[src/rtl/jpeg_pkg.sv]
// Shared types and constants for the JPEG output-stream unpacker.
package jpeg_pkg;
   localparam int WORD_W = 32;
   localparam int NUM_CH = 3;

   typedef enum logic [1:0] {
      TAG_NONE = 2'b00,
      TAG_Y    = 2'b01,
      TAG_CB   = 2'b10,
      TAG_CR   = 2'b11
   } chan_tag_e;

   typedef enum logic {
      ST_IDLE  = 1'b0,
      ST_SHIFT = 1'b1
   } shift_state_e;
endpackage

[src/rtl/jpeg_chan_serializer.sv]
// One channel: word FIFO feeding a 32-bit MSB-first shifter on a 1-bit valid/ready stream,
// with a saturating accepted-bit counter and a sticky overflow flag.
module jpeg_chan_serializer
   import jpeg_pkg::*;
#(
   parameter int DEPTH = 4,
   parameter int CNT_W = 16
) (
   input  logic              clk,
   input  logic              rst,
   input  logic              wr_en,
   input  logic [WORD_W-1:0] wr_data,
   input  logic              bit_ready,
   output logic              bit_out,
   output logic              bit_valid,
   output logic              fifo_empty,
   output logic              overflow,
   output logic [CNT_W-1:0]  bits_sent
);
   localparam int AW = $clog2(DEPTH);

   logic [WORD_W-1:0] mem [DEPTH];
   logic [AW-1:0]     wr_ptr, rd_ptr;
   logic [AW:0]       count, count_nxt;
   logic [WORD_W-1:0] shreg;
   logic [4:0]        idx;
   shift_state_e      state, state_nxt;

   logic xfer, last, fifo_ne, full, pop, push, drop;

   assign bit_valid = (state == ST_SHIFT);
   assign bit_out   = shreg[WORD_W-1];
   assign xfer      = bit_valid & bit_ready;
   assign last      = xfer & (idx == 5'd31);
   assign fifo_ne   = (count != '0);
   assign full      = (count == (AW+1)'(DEPTH));
   // Reloading the shifter frees a slot in the same cycle, so a full FIFO can still accept.
   assign pop       = fifo_ne & ((state == ST_IDLE) | last);
   assign push      = wr_en & (~full | pop);
   assign drop      = wr_en & full & ~pop;

   always_comb begin
      state_nxt = state;
      case (state)
         ST_IDLE:  if (pop) state_nxt = ST_SHIFT;
         ST_SHIFT: if (last && !fifo_ne) state_nxt = ST_IDLE;
         default:  state_nxt = ST_IDLE;
      endcase
   end

   always_comb begin
      count_nxt = count;
      case ({push, pop})
         2'b10:   count_nxt = count + 1'b1;
         2'b01:   count_nxt = count - 1'b1;
         default: count_nxt = count;
      endcase
   end

   always_ff @(posedge clk) begin
      if (rst) state <= ST_IDLE;
      else     state <= state_nxt;
   end

   // Storage carries no reset; occupancy is tracked by pointers and count.
   always_ff @(posedge clk) begin
      if (push) mem[wr_ptr] <= wr_data;
   end

   always_ff @(posedge clk) begin
      if (rst) begin
         wr_ptr     <= '0;
         rd_ptr     <= '0;
         count      <= '0;
         shreg      <= '0;
         idx        <= '0;
         fifo_empty <= 1'b1;
         overflow   <= 1'b0;
         bits_sent  <= '0;
      end else begin
         if (push) wr_ptr <= wr_ptr + 1'b1;
         if (pop) begin
            shreg  <= mem[rd_ptr];
            idx    <= '0;
            rd_ptr <= rd_ptr + 1'b1;
         end else if (xfer) begin
            shreg <= {shreg[WORD_W-2:0], 1'b0};
            idx   <= idx + 1'b1;
         end
         count      <= count_nxt;
         fifo_empty <= (count_nxt == '0) && (state_nxt == ST_IDLE);
         overflow   <= overflow | drop;
         if (xfer && !(&bits_sent)) bits_sent <= bits_sent + 1'b1;
      end
   end
endmodule

[src/rtl/jpeg_stream_unpacker.sv]
// Demultiplexes tagged jpeg_top output words onto three independent serial channels (Y, Cb, Cr).
module jpeg_stream_unpacker
   import jpeg_pkg::*;
#(
   parameter int DEPTH = 4,
   parameter int CNT_W = 16
) (
   input  logic                    clk,
   input  logic                    rst,
   input  logic [WORD_W-1:0]       jpeg_bitstream,
   input  logic [1:0]              data_valid,
   output logic [NUM_CH-1:0]       bit_out,
   output logic [NUM_CH-1:0]       bit_valid,
   input  logic [NUM_CH-1:0]       bit_ready,
   output logic [NUM_CH-1:0]       fifo_empty,
   output logic [NUM_CH-1:0]       overflow,
   output logic [NUM_CH*CNT_W-1:0] bits_sent
);
   chan_tag_e         tag;
   logic [NUM_CH-1:0] wr_en;

   assign tag = chan_tag_e'(data_valid);

   always_comb begin
      wr_en = '0;
      case (tag)
         TAG_Y:   wr_en[0] = 1'b1;
         TAG_CB:  wr_en[1] = 1'b1;
         TAG_CR:  wr_en[2] = 1'b1;
         default: wr_en = '0;
      endcase
   end

   for (genvar g = 0; g < NUM_CH; g++) begin : g_chan
      jpeg_chan_serializer #(
         .DEPTH (DEPTH),
         .CNT_W (CNT_W)
      ) u_chan (
         .clk        (clk),
         .rst        (rst),
         .wr_en      (wr_en[g]),
         .wr_data    (jpeg_bitstream),
         .bit_ready  (bit_ready[g]),
         .bit_out    (bit_out[g]),
         .bit_valid  (bit_valid[g]),
         .fifo_empty (fifo_empty[g]),
         .overflow   (overflow[g]),
         .bits_sent  (bits_sent[g*CNT_W +: CNT_W])
      );
   end
endmodule

[config.mk]
export PLATFORM = sky130hd
export DESIGN_NAME = jpeg_stream_unpacker
export DESIGN_NICKNAME = d
export VERILOG_FILES = /design/src/rtl/jpeg_pkg.sv /design/src/rtl/jpeg_chan_serializer.sv /design/src/rtl/jpeg_stream_unpacker.sv
export SDC_FILE = /design/constraint.sdc
export NUM_CORES = 1
export LEC_CHECK = 0
export BUFFER_PORTS_ARGS = -buffer_cell sky130_fd_sc_hd__buf_2
export CAP_MARGIN = 20
export CORE_MARGIN = 10
export CORE_UTILIZATION = 50
export DETAILED_ROUTE_END_ITERATION = 8
export GPL_TIMING_DRIVEN = 0
export PLACE_DENSITY = 0.75
export SLEW_MARGIN = 20
export SYNTH_ARGS = -nofsm -noshare
export SYNTH_HDL_FRONTEND = slang
export SYNTH_SLANG_ARGS = --single-unit
[constraint.sdc]
create_clock -name clk -period 2.5 [get_ports clk]
set_input_delay 0.375 -clock clk [delete_from_list [all_inputs] [get_ports clk]]
set_output_delay 0.375 -clock clk [all_outputs]
set_load 0.005 [all_outputs]
==> Yosys cells after proc, flatten, opt, wreduce, memory -nomap -nowiden <==
Memories as Yosys holds them, arrays and structs flattened. A register that Yosys moved wholly into a read port is not among the register bits.
Index checks and enable logic that the tools add are counted.
{ "op_classes": {"n_addsub": 18, "n_eq_ne": 15, "mux": 33, "bitwise_logic": 39, "n_reduce_logical": 30} }
{ "op_table": {"columns": ["cell", "n"], "rows": [
  ["two-way mux 32 bit", 6],
  ["adder 16 x 1 -> 16 bit, second input constant", 3],
  ["AND reduction 16 bit", 3],
  ["AND 1 bit", 18],
  ["one-hot mux 3 bit (2 select lines)", 3],
  ["adder 5 x 1 -> 5 bit, second input constant", 3],
  ["equality test 5 bit, second input constant", 3],
  ["two-way mux 1 bit", 15],
  ["adder 2 x 1 -> 2 bit, second input constant", 6],
  ["two-way mux 2 bit", 6],
  ["NOT 1 bit", 12],
  ["equality test 2 bit, second input constant", 5],
  ["adder 3 x 1 -> 3 bit, second input constant", 3],
  ["equality test 3 bit, second input constant", 3],
  ["logical AND 1 bit", 9],
  ["logical NOT 3 bit", 3],
  ["OR 1 bit", 9],
  ["nonzero test 3 bit", 3],
  ["subtractor 3 x 1 -> 3 bit, second input constant", 3],
  ["equality test 2 x 1 -> 1 bit, second input constant", 4],
  ["logical NOT 1 bit", 6],
  ["one-hot mux 1 bit (2 select lines)", 3],
  ["nonzero test 2 bit", 3],
  ["OR reduction 2 bit", 3]
]} }
{ "word_totals": {"ff_bits": 189, "ram_bits": 384, "inputBits": 39, "output_inout_bits": 60, "word_cells": 165, "mem_count": 3} }
{ "memory_table": {"columns": ["memory", "depth", "word_bits", "read_ports", "rd_clocked_by_memory_dff", "write_ports", "line_no", "text"], "rows": [
  ["g_chan[0].u_chan.mem", 4, 32, 1, 1, 1, "jpeg_chan_serializer.sv:22", "logic [WORD_W-1:0] mem [DEPTH];"],
  ["g_chan[1].u_chan.mem", 4, 32, 1, 1, 1, "jpeg_chan_serializer.sv:22", null],
  ["g_chan[2].u_chan.mem", 4, 32, 1, 1, 1, "jpeg_chan_serializer.sv:22", null]
]} }

==> Logic depth before layout (Yosys ltp) <==
Gate-level depths: netlist of run 1.
{ "logic_depth": {"word_depth": 10, "ltp_mapped": 10, "ltp_nobuf": 10} }

==> Modules after synthesis <==
A second synthesis of run 1 with hierarchy kept.
{ "unflattened": {"cells_unflattened": 1611, "area_unflattened_um2": 23002.1} }
{ "by_module_without_submodules": {"columns": ["module", "instances", "cells_each", "area_each_um2", "seq_area_each_um2"], "rows": [
  ["jpeg_chan_serializer (g_chan[0].u_chan ...)", 2, 532, 7611.0, 5144.9],
  ["jpeg_chan_serializer (g_chan[2].u_chan)", 1, 544, 7757.4, 5144.9],
  ["jpeg_stream_unpacker", 1, 3, 22.5, 0.0]
]} }

==> Worst setup path after synthesis of run 1 <==
No wires, ideal clock.
{ "synth_path": {"path_type": "register to register", "startpoint": "register g_chan[1].u_chan.idx[0]", "endpoint": "register g_chan[1].u_chan.count[2]", "setup_ps": 132, "arrival_time_ps": 2460, "t_required_ps": 2368, "setup_slack_ps": -92, "path_stages_with_launch": 11, "period_less_slack_ps": 2592, "path_cell_list": "dfxtp_1 ha_1 and3_1 ha_1 a21boi_0 nor2_1 nand2_1 fa_1 or3_1 a32oi_1 a21oi_1"} }
{ "synth_via": {"elab_chain_len": 8, "elab_cells_between_ends": 9, "cone_classes": "3 x eq/ne; 1 x mux; 5 x bitwise"} }
{ "synth_lines": {"columns": ["item", "line_no", "text"], "rows": [
  ["from (decl)", "jpeg_chan_serializer.sv:26", "logic [4:0] idx;"],
  ["from (signal assigned)", "jpeg_chan_serializer.sv:88", "idx <= idx + 1'b1;"],
  ["equality test 5 bit *", "jpeg_chan_serializer.sv:34", "assign last = xfer & (idx == 5'd31);"],
  ["AND 1 bit *", "jpeg_chan_serializer.sv:34", null],
  ["OR 1 bit *", "jpeg_chan_serializer.sv:38", "assign pop = fifo_ne & ((state == ST_IDLE) | last);"],
  ["AND 1 bit *", "jpeg_chan_serializer.sv:38", null],
  ["OR 1 bit", "jpeg_chan_serializer.sv:39", "assign push = wr_en & (~full | pop);"],
  ["AND 1 bit", "jpeg_chan_serializer.sv:39", null],
  ["equality test 2 x 1 -> 1 bit / equality test 2 bit (equally long branches)", "jpeg_chan_serializer.sv:53", "case ({push, pop})"],
  ["one-hot mux 3 bit (2 select lines) *", "jpeg_chan_serializer.sv:53", null],
  ["to (signal assigned)", "jpeg_chan_serializer.sv:90", "count <= count_nxt;"],
  ["to (decl)", "jpeg_chan_serializer.sv:24", "logic [AW:0] count, count_nxt;"]
]} }
Mark *: on every way between the ends. The rest lies on a longest branch, timed or not.
A chain may end at the register's enable or synchronous reset.

==> Worst setup path after layout of run 1 <==
Ends and elaborated chain as after synthesis.

==> results of run 1 <==
flip-flops by register name, indices dropped and copies added, names as in the netlist, named ones only:
signal / count
g_chan.u_chan.bit_valid: 3
g_chan.u_chan.bits_sent: 48
g_chan.u_chan.count: 9
g_chan.u_chan.rd_ptr: 6
g_chan.u_chan.shreg: 96
g_chan.u_chan.mem: 384
g_chan.u_chan.wr_ptr: 6
g_chan.u_chan.overflow: 3
g_chan.u_chan.fifo_empty: 3
g_chan.u_chan.idx: 15
logic make-up after synthesis:
family          after synthesis  synth area share [%]
xor+xnor                     18                 0.686
fa+ha+maj                    24                  1.40
flops                       579                  67.1
compound gates              182                  6.11
simple gates                549                  10.7
mux                         142                  11.6
buf+inv                     128                  2.43
metrics by stage:
step                      setup slack [ns]  TNS (ns)
after detailed placement            -0.537   -149.30
after global placement              -0.432   -111.84
final                               0.0759         0
after floorplan                    -0.0920    -0.273
after global routing               -0.0466   -0.0466
after CTS                          -0.0340   -0.0340
area by class of cell:
type	instances	area, um2
multi-input combinational	921	7180
buffer	110	503
inverter	18	67.6
clock inverter	28	245
timing repair buffer	104	538
clock buffer	78	1560
fill	3500	19100
sequential	579	15400
tap	600	751
synth_stat cells (2+ instances only):
cell / count / area [um2]
edfxtp_1: 384 / 11500
nand2_1: 230 / 863
dfxtp_1: 195 / 3900
nor2_1: 165 / 619
mux4_2: 96 / 2160
a311oi_1: 93 / 815
clkbuf_1: 68 / 255
a21oi_1: 35 / 175
mux2_2: 30 / 338
buf_2: 26 / 130
nand3_1: 23 / 115
nor2b_1: 23 / 144
ha_1: 21 / 263
nor3_1: 20 / 100
inv_1: 18 / 67.6
and2_1: 17 / 106
mux2i_1: 16 / 160
nand4_1: 15 / 93.8
buf_4: 12 / 90.1
and3_1: 11 / 68.8
a211oi_1: 10 / 75.1
or3_1: 9 / 56.3
xnor2_1: 9 / 78.8
xor2_1: 9 / 78.8
and4_1: 8 / 70.1
or4_1: 8 / 60.1
a31oi_1: 7 / 43.8
nor4_1: 7 / 43.8
o21ai_0: 5 / 25.0
o31ai_1: 5 / 37.5
o41ai_1: 5 / 43.8
a21bo_2: 3 / 30.0
a21boi_0: 3 / 22.5
a21o_1: 3 / 22.5
a32oi_1: 3 / 26.3
buf_1: 3 / 11.3
fa_1: 3 / 60.1
nand4b_1: 3 / 26.3
o311ai_0: 3 / 26.3
nand2b_1: 2 / 12.5
o211a_1: 2 / 20.0
o211ai_1: 2 / 15.0
critical path, cell delays in order (launching register included):
cell and delay [ns]:
dfxtp_2 0.35, ha_1 0.18, and3_1 0.16, ha_1 0.18
a21boi_2 0.09, nor2_2 0.15, nand2_1 0.09, fa_2 0.39
or3_4 0.40, a32oi_1 0.19, a21oi_1 0.08
placed cells by master (no fill, tap or decap), types with 6 or more instances in the layout:
| cell type | netlist | routed |
|---|---|---|
| clkinv_2 | 0 | 13 |
| and4_1 | 8 | 8 |
| nor2b_1 | 23 | 23 |
| buf_4 | 12 | 19 |
| a311oi_1 | 93 | 93 |
| clkbuf_2 | 1 | 6 |
| and2_4 | 0 | 15 |
| a211oi_1 | 10 | 10 |
| and3_1 | 11 | 11 |
| dfxtp_1 | 195 | 190 |
| ha_1 | 21 | 20 |
| nor2_1 | 165 | 162 |
| a21oi_1 | 35 | 35 |
| edfxtp_1 | 384 | 384 |
| mux2i_1 | 16 | 15 |
| nor3_1 | 20 | 20 |
| inv_1 | 18 | 18 |
| nand2_1 | 230 | 227 |
| mux4_2 | 96 | 96 |
| mux2_2 | 30 | 30 |
| nand3_1 | 23 | 23 |
| xor2_1 | 9 | 9 |
| buf_2 | 26 | 121 |
| xnor2_1 | 9 | 9 |
| or4_1 | 8 | 8 |
| nor4_1 | 7 | 7 |
| clkbuf_1 | 68 | 79 |
| clkbuf_16 | 0 | 57 |
| or3_1 | 9 | 8 |
| nand4_1 | 15 | 15 |
power by group:
group          switching (mW)  leakage (nW)  total [mW]  internal, mW
clock network            3.61         0.881        8.29          4.68
logic                    4.10          2.90        6.98          2.88
registers               0.697          5.09        12.1          11.4
total                    8.41          8.87        27.4          18.9
worst min path at each step:
| stage | to | slack [ns] | start | depth (start not counted) |
|---|---|---|---|---|
| 6_report | g_chan[2].u_chan.mem[1][20]$_DFFE_PP_ | 0.1 | jpeg_bitstream[20] | 1 |
| 5_1_grt | g_chan[1].u_chan.mem[1][13]$_DFFE_PP_ | 0.11 | jpeg_bitstream[13] | 1 |
| 4_1_cts | g_chan[2].u_chan.mem[3][0]$_DFFE_PP_ | 0.08 | jpeg_bitstream[0] | 1 |
| 3_5_place_dp | g_chan[1].u_chan.shreg[28]$_SDFFE_PP0P_ | 0.47 | g_chan[1].u_chan.shreg[27]$_SDFFE_PP0P_ | 2 |
| 3_3_place_gp | g_chan[0].u_chan.shreg[28]$_SDFFE_PP0P_ | 0.46 | g_chan[0].u_chan.shreg[27]$_SDFFE_PP0P_ | 2 |
| 2_1_floorplan | g_chan[0].u_chan.overflow$_SDFF_PP0_ | 0.44 | g_chan[0].u_chan.overflow$_SDFF_PP0_ | 2 |
layer usage:
layer / share of wire (%) / wire length [um] / up-vias / global-route usage (%)
li1: - / - / 6490 / -
met1: 41 / 22500 / 7421 / 27.0
met2: 49 / 27000 / 668 / 33.2
met3: 8.5 / 4700 / 112 / 3.71
met4: 2.3 / 1280 / 0 / 6.17
met5: 0 / 0 / - / 0
timing repair:
item / in CTS / in global routing
pin swaps: 9 / 6
setup buffers: 3 / 4
setup endpoints to repair: 447 / 199
cloned: 6 / 0
hold buffers: 0 / 0
resized for setup: 33 / 25
==> summary.txt, run 1 <==
Yosys warnings: 0
CTS tree: done
Critical Path End: g_chan[1].u_chan.count[2]$_SDFF_PP0_
Sequential share of the synthesized area: 67.1%
Synth async-reset ratio: 0%
Share of post-route cells with drive strength above 1: 22.4%
Max cap viols: 0
H-Tree Depth: 2
DRC: 0
Design Area, Final: 0.0263 mm2
RR Endpoint: g_chan[1].u_chan.count[2]$_SDFF_PP0_
Core Box Area: 0.0454 mm2
Worst Tran Pin Value: 0.892 ns
Area Overhead vs Synth: 14.3%
Tmin final: 2.42 ns
All-Layer GR Usage: 20.2%
Clock skew: 0.0223 ns
Syn Nets: 1685
Status: finished, final reports clean
Nets: 1853
Reg-to-reg setup timing slack: 0.08 ns
Routed vias/inst: 6.03
Worst-Skew Late Latency: 0.61 ns
PwrDens: 1040 mW/mm2
Final hold viol count: 0
Synth Register Bits: 579
Post-Route WL: 55500 um
Crit path DAT: 2.87 ns
DRT iter0 DRCs: 1561
EDFF count, synth: 384
Dpl hpwl: 33800 um
Synthesized cell area: 0.0230 mm2
Cell Rows: 78
Final Max Slew Viols: 0
I/O Buffers: 97
CP Class: reg2reg
Placed Instances: 2319
Placed Area: 0.0242 mm2
RePlAce Congestion: 0.861
R2R depth: 10
Die Area: 0.0550 mm2
Endpoints failing setup: 0
Post-route ant nets: 0
Crit-path max FO: 4
Die H: 234 um
Max clock buf depth: 3
CTS Buf Count: 56
Antenna cells: 0
R2r startpoint: g_chan[1].u_chan.idx[0]$_SDFFE_PP0P_
Critical path endpoint category: flop
Static Leak: 8.87 nW
First-pass detailed-route iteration total: 5
Startpoint types: flop
CP startpoint: g_chan[1].u_chan.idx[0]$_SDFFE_PP0P_
Worst hold margin: 0.0989 ns
Initial antenna violation count: 0
Post-Synthesis Cells: 1622
Root buffer cell: clkbuf_16
Max-slew headroom: 40.5%
Vias in the first global route: 14500
Clock Sinks: 579
Max frequency: 413 MHz
RSZ-0062 raised after global routing: yes
Via count: 14700
WP data required: 2.95 ns
Drt wl/cell: 22.8 um
Top_reg_cell synth: edfxtp_1
Pin count of the biggest net entering global routing: 33
Overall power: 27.3 mW
Final core occ: 57.9%
Starting density of the core: 50.7%
Congestion Overflow GR: 0
First-pass GRT wire length: 85700 um
Syn_area_per_cell: 14.2 um2
Die W: 234 um
Io pins: 99
Worst vdd ir: 0.000693 V
Non-Filler Instances: 2438
Clock Pin Slew Worst Setup and Hold Paths: 0.07 ns
Synth cell types: 54
HP Class: in2reg
Crit share post-route: 97.0%
No activity file was read; power rests on OpenSTA's default activity.
==> inputs of run 2 (changes only) <==
- CORE_ASPECT_RATIO: not set -> 0.5
==> summary.txt, run 2 (same netlist as run 1, synthesis figures left out) <==
Status: finished, final reports clean
Congestion Overflow GR: 0 (unchanged)
Crit path DAT: 2.89 ns (+0.02 ns)
H-Tree Depth: 2 (unchanged)
I/O Buffers: 97 (unchanged)
Crit-path max FO: 10 (+6)
Non-Filler Instances: 2421 (-0.70%)
RSZ-0062 raised after global routing: yes
Clock Pin Slew Worst Setup and Hold Paths: 0.07 ns (about the same)
Tmin final: 2.42 ns (-0.00586 ns)
Io pins: 99 (unchanged)
Biggest regs: g_chan.u_chan.mem x384, g_chan.u_chan.shreg x96, g_chan.u_chan.bits_sent x48
Crit share post-route: 96.7% (-0.23 points)
Cell Rows: 55 (-29%)
PwrDens: 1020 mW/mm2 (-1.6%)
Dpl hpwl: 32200 um (-4.6%)
Pre-CTS setup slack: -0.495 ns (+0.0421 ns)
Final setup margin: 0.0817 ns (+0.00586 ns)
DRC: 0 (unchanged)
Routed vias/inst: 5.90 (-2.0%)
HP Class: in2reg
Pin count of the biggest net entering global routing: 33 (unchanged)
Clock Sinks: 579 (unchanged)
DRT iter0 DRCs: 1671 (+7.0%)
Worst Tran Pin Value: 0.818 ns (-0.0736 ns)
CTS Buf Count: 50 (-11%)
Clock skew: 0.0232 ns (+0.000973 ns)
Endpoints failing setup: 0 (unchanged)
RePlAce Congestion: 0.848 (-1.6%)
Starting density of the core: 50.8% (+0.11 points)
Static Leak: 8.82 nW (-0.61%)
Die H: 172 um (-27%)
First-pass GRT wire length: 80700 um (-5.8%)
CTS tree: done
Die W: 323 um (+38%)
First-pass detailed-route iteration total: 7 (+2)
Reg with most FFs: g_chan.u_chan.mem
Overall power: 26.8 mW (-1.9%)
Startpoint types: flop
Drt wl/cell: 21.2 um (-6.7%)
Area Overhead vs Synth: 14.0%
Vias in the first global route: 14100 (-2.8%)
Worst hold margin: 0.134 ns (+0.0352 ns)
Worst vdd ir: 0.000568 V (-18%)
Worst-Skew Late Latency: 0.60 ns (about the same)
Max FFs per register: 384 (unchanged)
Share of post-route cells with drive strength above 1: 22.1% (-0.31 points)
Max clock buf depth: 3 (unchanged)
WP data required: 2.97 ns (+0.02 ns)
All-Layer GR Usage: 18.5% (-1.7 points)
CTS Hold Bufs: 0 (unchanged)
Antenna cells: 0 (unchanged)
Post-route ant nets: 0 (unchanged)
Reg-to-reg setup timing slack: 0.08 ns (about the same)
Max frequency: 414 MHz (+0.24%)
Die Area: 0.0555 mm2 (+0.95%)
Max-slew headroom: 45.4% (+4.9 points)
Placed Instances: 2317 (-0.086%)
Most common cell after layout, fill and taps aside: edfxtp_1
Final Max Slew Viols: 0 (unchanged)
CP Class: reg2reg
Final hold viol count: 0 (unchanged)
Post-Route WL: 51400 um (-7.4%)
Root buffer cell: clkbuf_16
Initial antenna violation count: 3 (+3)
Critical path endpoint category: flop
Fill cells: 3360 (-4.0%)
Via count: 14300 (-2.7%)
Max cap viols: 0 (unchanged)
Core Box Area: 0.0453 mm2 (-0.22%)
Setup_tns: 0 ns (unchanged)
Commonest cells after routing, fill and taps aside: edfxtp_1 (384), nand2_1 (227), dfxtp_1 (190)
Nets: 1844 (-0.49%)
[run 2: cell count changes in the layout (fill, tap and decap cells not counted), moves of 4 or more]
cell,before,now
clkbuf_8,5,12
clkbuf_1,79,73
clkbuf_16,57,51
clkbuf_2,6,1
clkinv_2,13,8
ha_1,20,16
ha_2,1,5
[run 2: timing repair]
item | CTS | global route
pin swaps | 7 | 6
resized for setup | 31 | 17
cloned | 5 | 0
endpoints found under the setup margin | 399 | 319
setup buffers | 3 | 3
[run 2: final cells by class]
cell class	count	area (um2)	share of cell area, %
Inverter	18	67.6	0.258
Clock buffer	70	1470	5.60
Tap cell	598	748	2.86
Sequential cell	579	15400	58.9
Timing Repair Buffer	103	531	2.02
Buffer	109	488	1.86
Multi-Input combinational cell	920	7160	27.3
Clock inverter	24	293	1.12
[run 2: per-layer routing]
metal | share of wire (%) | track usage (%)
met3 | 8.0 | 3.74
met4 | 1.7 | 4.43
met5 | 0.025 | 0
met2 | 48 | 30.4
met1 | 42 | 25.1
[run 2: critical path, cell delays in order (launching register included)]
cell and delay, ns:
dfxtp_2 0.34, ha_2 0.18, and3_1 0.18, ha_2 0.18
a21bo_2 0.19, clkbuf_1 0.18, nand2_2 0.29, buf_2 0.31
nor2_1 0.11, a311oi_1 0.34
[run 2: report_power, final]
part / switching, mW / internal (mW)
Sequential: 0.682 / 11.4
Clock: 3.49 / 4.66
Combinational: 3.80 / 2.83
[run 2: stage by stage]
stage	cell area (um2)	util, %
4_1_cts	26100	57.7
6_report	26200	57.9
3_5_place_dp	24200	53.5
2_1_floorplan	23000	-
3_3_place_gp	24200	53.5
5_1_grt	26200	57.9
[run 2: final timing paths]
| check | from | cells after the start | endpoint |
|---|---|---|---|
| worst max-delay path | g_chan[0].u_chan.idx[0]$_SDFFE_PP0P_ | 9 | g_chan[0].u_chan.shreg[6]$_SDFFE_PP0P_ |
| worst min-delay path | jpeg_bitstream[6] | 1 | g_chan[0].u_chan.mem[3][6]$_DFFE_PP_ |
| worst max register to register | g_chan[0].u_chan.idx[0]$_SDFFE_PP0P_ | 9 | g_chan[0].u_chan.shreg[6]$_SDFFE_PP0P_ |
| worst min register to register | g_chan[0].u_chan.shreg[13]$_SDFFE_PP0P_ | 2 | g_chan[0].u_chan.shreg[14]$_SDFFE_PP0P_ |
